===== config.mk =====
export PLATFORM = sky130hd
export DESIGN_NAME = pc_sequencer
export DESIGN_NICKNAME = d
export VERILOG_FILES = /design/src/rtl/pc_sequencer.sv
export SDC_FILE = /design/constraint.sdc
export NUM_CORES = 1
export LEC_CHECK = 0
export CELL_PAD_IN_SITES_DETAIL_PLACEMENT = 2
export CELL_PAD_IN_SITES_GLOBAL_PLACEMENT = 2
export CORE_MARGIN = 4
export CORE_UTILIZATION = 27
export CTS_BUF_LIST = sky130_fd_sc_hd__clkbuf_8
export DETAILED_ROUTE_END_ITERATION = 8
export GPL_TIMING_DRIVEN = 1
export PLACE_DENSITY_LB_ADDON = 0.25
export RECOVER_POWER = 50
export REMOVE_ABC_BUFFERS = 1
export SETUP_SLACK_MARGIN = 0.1
export SLEW_MARGIN = 20
export SYNTH_ARGS = -nofsm -noshare
export SYNTH_HDL_FRONTEND = slang
export SYNTH_SLANG_ARGS = --single-unit

===== constraint.sdc =====
create_clock -name clk -period 3.9 [get_ports clk]
set_input_delay 0.975 -clock clk [delete_from_list [all_inputs] [get_ports clk]]
set_output_delay 0.975 -clock clk [all_outputs]
set_load 0.005 [all_outputs]

===== src/rtl/pc_sequencer.sv =====
// Program-counter sequencer for the multicycle MIPS core: fetches over a
// req/ack port, holds each word for decode, and selects the next PC.
// Optional macro PC_DELAY_SLOT_EN enables the MIPS branch delay slot.
module pc_sequencer #(
  parameter logic [31:0] RESET_PC = 32'h0000_3000,
  parameter int unsigned TIMEOUT  = 255
) (
  input  logic        clk,
  input  logic        rst,
  output logic        imem_req,
  output logic [31:0] imem_addr,
  input  logic        imem_ack,
  input  logic [31:0] imem_rdata,
  output logic        instr_valid,
  output logic [31:0] instr,
  output logic [31:0] instr_pc,
  input  logic        dec_ready,
  input  logic        br_take,
  input  logic [15:0] br_off,
  input  logic        jump,
  input  logic [25:0] jump_index,
  input  logic        jr,
  input  logic [31:0] jr_target,
  input  logic        halt,
  output logic        halted,
  output logic [1:0]  err,
  output logic [31:0] retired
);

  typedef enum logic [1:0] {
    S_BOOT,
    S_FETCH,
    S_HOLD,
    S_HALTED
  } state_t;

  localparam logic [15:0] TMO_LAST = 16'(TIMEOUT - 1);

  state_t      state, state_nxt;
  logic [31:0] pc, pc_nxt;
  logic [31:0] instr_nxt, instr_pc_nxt, retired_nxt;
  logic [1:0]  err_nxt;
  logic [15:0] tmo_cnt, tmo_nxt;

  logic        accept;
  logic        redirect;
  logic        jr_bad;
  logic [31:0] p4, br_tgt, j_tgt, redir_tgt;

`ifdef PC_DELAY_SLOT_EN
  logic        pend_valid, pend_valid_nxt;
  logic        pend_bad, pend_bad_nxt;
  logic [31:0] pend_target, pend_target_nxt;
`endif

  assign imem_req    = (state == S_FETCH);
  assign imem_addr   = pc;
  assign instr_valid = (state == S_HOLD);
  assign halted      = (state == S_HALTED);
  assign accept      = instr_valid & dec_ready;

  // Target formation; the jump's upper nibble comes from the incremented PC.
  assign p4       = instr_pc + 32'd4;
  assign br_tgt   = p4 + {{14{br_off[15]}}, br_off, 2'b00};
  assign j_tgt    = {p4[31:28], jump_index, 2'b00};
  assign redirect = jr | jump | br_take;
  assign jr_bad   = jr & (jr_target[1:0] != 2'b00);

  always_comb begin
    redir_tgt = p4;
    if (jr)           redir_tgt = jr_target;
    else if (jump)    redir_tgt = j_tgt;
    else if (br_take) redir_tgt = br_tgt;
  end

  // NOTE: every signal assigned below gets a default first, so no path
  // through the case statement can leave one unassigned and infer a latch.
  always_comb begin
    state_nxt    = state;
    pc_nxt       = pc;
    instr_nxt    = instr;
    instr_pc_nxt = instr_pc;
    err_nxt      = err;
    retired_nxt  = retired;
    tmo_nxt      = tmo_cnt;
`ifdef PC_DELAY_SLOT_EN
    pend_valid_nxt  = pend_valid;
    pend_bad_nxt    = pend_bad;
    pend_target_nxt = pend_target;
`endif
    case (state)
      S_BOOT: begin
        tmo_nxt   = '0;
        state_nxt = S_FETCH;
      end
      S_FETCH: begin
        if (imem_ack) begin
          instr_nxt    = imem_rdata;
          instr_pc_nxt = pc;
          tmo_nxt      = '0;
          state_nxt    = S_HOLD;
        end else if (tmo_cnt == TMO_LAST) begin
          err_nxt[1] = 1'b1;
          tmo_nxt    = '0;
          state_nxt  = S_HALTED;
        end else begin
          tmo_nxt = tmo_cnt + 16'd1;
        end
      end
      S_HOLD: begin
        if (accept) begin
          retired_nxt = retired + 32'd1;
`ifdef PC_DELAY_SLOT_EN
          if (pend_valid) begin
            // Slot instruction: its own redirect inputs are ignored.
            if (!pend_bad) pc_nxt = pend_target;
            pend_valid_nxt = 1'b0;
            pend_bad_nxt   = 1'b0;
            state_nxt      = (halt || pend_bad) ? S_HALTED : S_FETCH;
          end else begin
            pc_nxt = p4;
            if (redirect) begin
              pend_valid_nxt  = 1'b1;
              pend_target_nxt = redir_tgt;
              pend_bad_nxt    = jr_bad;
              if (jr_bad) err_nxt[0] = 1'b1;
            end
            state_nxt = halt ? S_HALTED : S_FETCH;
          end
`else
          if (jr_bad) begin
            err_nxt[0] = 1'b1;
            state_nxt  = S_HALTED;
          end else begin
            pc_nxt    = redirect ? redir_tgt : p4;
            state_nxt = halt ? S_HALTED : S_FETCH;
          end
`endif
        end
      end
      S_HALTED: ;
      default: state_nxt = S_HALTED;
    endcase
  end

  // NOTE: state registers use non-blocking assignments so every register
  // samples pre-edge values regardless of statement order.
  always_ff @(posedge clk) begin
    if (rst) begin
      state    <= S_BOOT;
      pc       <= RESET_PC;
      instr    <= '0;
      instr_pc <= '0;
      err      <= '0;
      retired  <= '0;
      tmo_cnt  <= '0;
`ifdef PC_DELAY_SLOT_EN
      pend_valid  <= 1'b0;
      pend_bad    <= 1'b0;
      pend_target <= '0;
`endif
    end else begin
      state    <= state_nxt;
      pc       <= pc_nxt;
      instr    <= instr_nxt;
      instr_pc <= instr_pc_nxt;
      err      <= err_nxt;
      retired  <= retired_nxt;
      tmo_cnt  <= tmo_nxt;
`ifdef PC_DELAY_SLOT_EN
      pend_valid  <= pend_valid_nxt;
      pend_bad    <= pend_bad_nxt;
      pend_target <= pend_target_nxt;
`endif
    end
  end

endmodule


==> flow_summary.ini <==
[yosys]
yosysMostFrequentCell = sky130_fd_sc_hd__nand2_1
netlist.area_leader.share_pct = 34.7
dominantRegCellSynth = sky130_fd_sc_hd__dfxtp_1
synth.largest_area_cell = sky130_fd_sc_hd__dfxtp_1
ffs_latches_synth = 148
post_synth_inst_count = 1108
post_synth_most_frequent_cells = sky130_fd_sc_hd__nand2_1 (221), sky130_fd_sc_hd__dfxtp_1 (148), sky130_fd_sc_hd__a21oi_1 (118), sky130_fd_sc_hd__nor2_1 (108), sky130_fd_sc_hd__xor2_1 (54)
synthesis_warnings = 0
synth.cell_area_mm2 = 0.00854
synth_async_sr_flop_share_pct = 0
synth_sequential_area_ratio_pct = 34.7
post_synth.cell_area_avg_um2 = 7.71
ys_top_cells_by_area = sky130_fd_sc_hd__dfxtp_1 (35%), sky130_fd_sc_hd__nand2_1 (9.7%), sky130_fd_sc_hd__a21oi_1 (6.9%)
count_of_flip_flops_with_a_built_in_enable_after_synthesis = 0
number_of_different_library_cells_in_the_post_synthesis_netlist = 71

[die]
fp-row-count = 64
die-area_mm2 = 0.0345
core-area_mm2 = 0.0309
die_width_um = 186
floorplan.initialDensity_pct = 27.6
fp.dieH_um = 186
design.portCount = 247

[critical_path]
cp_max_fo = 5
critical_path_required_ns = 4.25
cp_class = reg2reg
worstSetupEndpointType = flip-flop
cp-startpoint = instr_pc[14]
worst-endpoint-arrival_ns = 3.99
r2r_slack_ns = 0.26
startpoint_type = flip-flop
r2r_start = instr_pc[14]

[cts]
cts_buffers = 17
cts.sinks = 148
htree_levels = 4
worstSkewPairLatency_ns = 0.46
root_buffer = sky130_fd_sc_hd__clkbuf_8
tritoncts = built
cts_buffer_depth = 2
clk_pin_slew_worst_paths_ns = 0.09

[routing]
avgRoutedWirePerCell_um = 21.3
drt_wirelength_mm = 38.4
detail_route.vias_per_cell = 5.21
vias = 9376
detail_route.iter0.violations = 310
drc = 0
number_of_iterations_in_the_first_detailed_routing_pass = 4
ant_nets = 0

[global_routing]
met2_usage_pct = 37.0
grt_antenna_before_repair = 3
grtUsageMet1_pct = 26.4
first_global_vias = 10114
grt_pass1_wl_mm = 57.8
grt_busiest_layer = met2
grt_overflow_total = 0
maximum_number_of_pins_on_one_net_before_global_route_repair = 46
gr-usage-met3_pct = 6.12
grt_usage_pct = 21.6

[finish]
diodes = 0
final_net_count = 1549
post_route_cells_drive_above_1_share_pct = 10.9
flow.area_growth_from_synthesis_pct = 45.1

[sta]
worstMarginPinSlew_ns = 1.16
max_freq_ghz = 0.274
rsz0062_at_grt = no
timing.final.setup_violations = 0
hold_viol_final = 0
period_utilization_post_route_pct = 93.4
timing_max_transition_violations_final = 0
clock-skew-final_ns = 0.0218
final_period_minus_worst_setup_slack_ns = 3.64
setup-tns-final_ns = 0
worst_slew_margin_rel_pct = 22.2

[status]
outcome = finished clean

[hold_path]
worst_hold_path_type = reg2reg
min_from = instr[8]

[power]
cellLeakagePower_nw = 4.88
power-per-cell-area_mw_per_mm2 = 319
final_total_power_mw = 3.96
max-vdd-ir-drop_mv = 0.179

[placed_design]
port_buffers = 246
place_hpwl_mm = 29.0
routabilityCongestion = 0.917

[run]
max-cap-violations = 0
## final cells by class
type / count / area (um^2)
clock inverters: 15 / 170
repair buffers: 316 / 2990
well taps: 396 / 495
flip-flops and latches: 148 / 2970
inverters: 18 / 67.6
fillers: 3526 / 18500
multi-input cells: 889 / 5460
clock buffers: 17 / 234
## state kept, by name (all words and copies together) (netlist names)
register and cells:
imem_addr 32, err 2, tmo_cnt 16, state 2, retired 32, instr_pc 32
instr 32
## power by group
| part | internal (mW) | switching [mW] |
|---|---|---|
| sequential | 1.60 | 0.0612 |
| clock | 0.537 | 0.736 |
| combinational | 0.424 | 0.600 |
## metrics by stage
| step | hold WS, ns | instance area [um^2] | std cells | setup WS, ns | utilization, % |
|---|---|---|---|---|---|
| after floorplan | 0.447 | 8330 | 1055 | 0.0235 | - |
| after global placement | 0.441 | 11800 | 1764 | 0.0441 | 38.3 |
| after detailed placement | 0.451 | 11800 | 1764 | -0.0226 | 38.3 |
| after CTS | 0.463 | 12200 | 1796 | 0.129 | 39.6 |
| after global routing | 0.483 | 12400 | 1799 | 0.0815 | 40.1 |
| final | 0.457 | 12400 | 1799 | 0.257 | 40.1 |
## repair_timing
| item | in CTS | in global routing |
|---|---|---|
| endpoints found under the setup margin | 1 | 15 |
| setup buffers | 0 | 3 |
| resized for setup | 5 | 32 |
| pin swaps | 0 | 8 |
| hold buffers | 0 | 0 |
## worst max-delay path, stage by stage (launching register included)
cell	delay, ns
sky130_fd_sc_hd__dfxtp_1	0.42
sky130_fd_sc_hd__nand4_1	0.19
sky130_fd_sc_hd__nor2_2	0.22
sky130_fd_sc_hd__and4_4	0.32
sky130_fd_sc_hd__and4_1	0.22
sky130_fd_sc_hd__xor2_1	0.23
sky130_fd_sc_hd__ha_1	0.18
sky130_fd_sc_hd__and3_1	0.21
sky130_fd_sc_hd__nand2_1	0.07
sky130_fd_sc_hd__or2_2	0.30
sky130_fd_sc_hd__a21oi_2	0.19
sky130_fd_sc_hd__nor3_2	0.09
sky130_fd_sc_hd__nor3_2	0.23
sky130_fd_sc_hd__nor2_1	0.08
sky130_fd_sc_hd__xor2_1	0.17
sky130_fd_sc_hd__a2111oi_2	0.40
## cells by family (layout without fill, tap and decap cells)
family / count (synthesis) / count (layout) / synth area share [%]
multiplexers: 3 / 3 / 0.352
XOR/XNOR: 92 / 92 / 9.53
adder cells (fa/ha/maj): 45 / 45 / 6.68
AND/OR/NAND/NOR: 462 / 462 / 24.1
flip-flops: 148 / 148 / 34.7
buffers and inverters: 71 / 366 / 3.28
AO/OA/AOI/OAI: 287 / 287 / 21.3
## worst paths after layout
kind                                       to  cells after the start
worst max-delay path            imem_addr[29]                     15
worst min-delay path                 instr[8]                      2
worst max register to register  imem_addr[29]                     15
worst min register to register       instr[8]                      2
## metal layers
layer	part of all wire (%)	vias up
met3	6.5	50
met2	48	242
li1	-	4456
met4	2.2	4
met5	0.070	-
met1	43	4624
## cell usage in the layout, fill, tap and decap left out, types with 12 or more instances in the layout
cell type                         count
sky130_fd_sc_hd__and3_1              15
sky130_fd_sc_hd__xnor2_1             35
sky130_fd_sc_hd__dlygate4sd3_1       48
sky130_fd_sc_hd__nand3_1             39
sky130_fd_sc_hd__clkdlybuf4s50_1    197
sky130_fd_sc_hd__clkbuf_8            17
sky130_fd_sc_hd__nor2_1             103
sky130_fd_sc_hd__nand2_1            221
sky130_fd_sc_hd__a21oi_1            117
sky130_fd_sc_hd__o21ai_0             41
sky130_fd_sc_hd__a21o_1              23
sky130_fd_sc_hd__dfxtp_1            144
sky130_fd_sc_hd__ha_1                43
sky130_fd_sc_hd__nand4_1             18
sky130_fd_sc_hd__o22ai_1             20
sky130_fd_sc_hd__inv_1               18
sky130_fd_sc_hd__buf_4               68
sky130_fd_sc_hd__a211oi_1            12
sky130_fd_sc_hd__xor2_1              52
(Power assumes the default switching activity.)
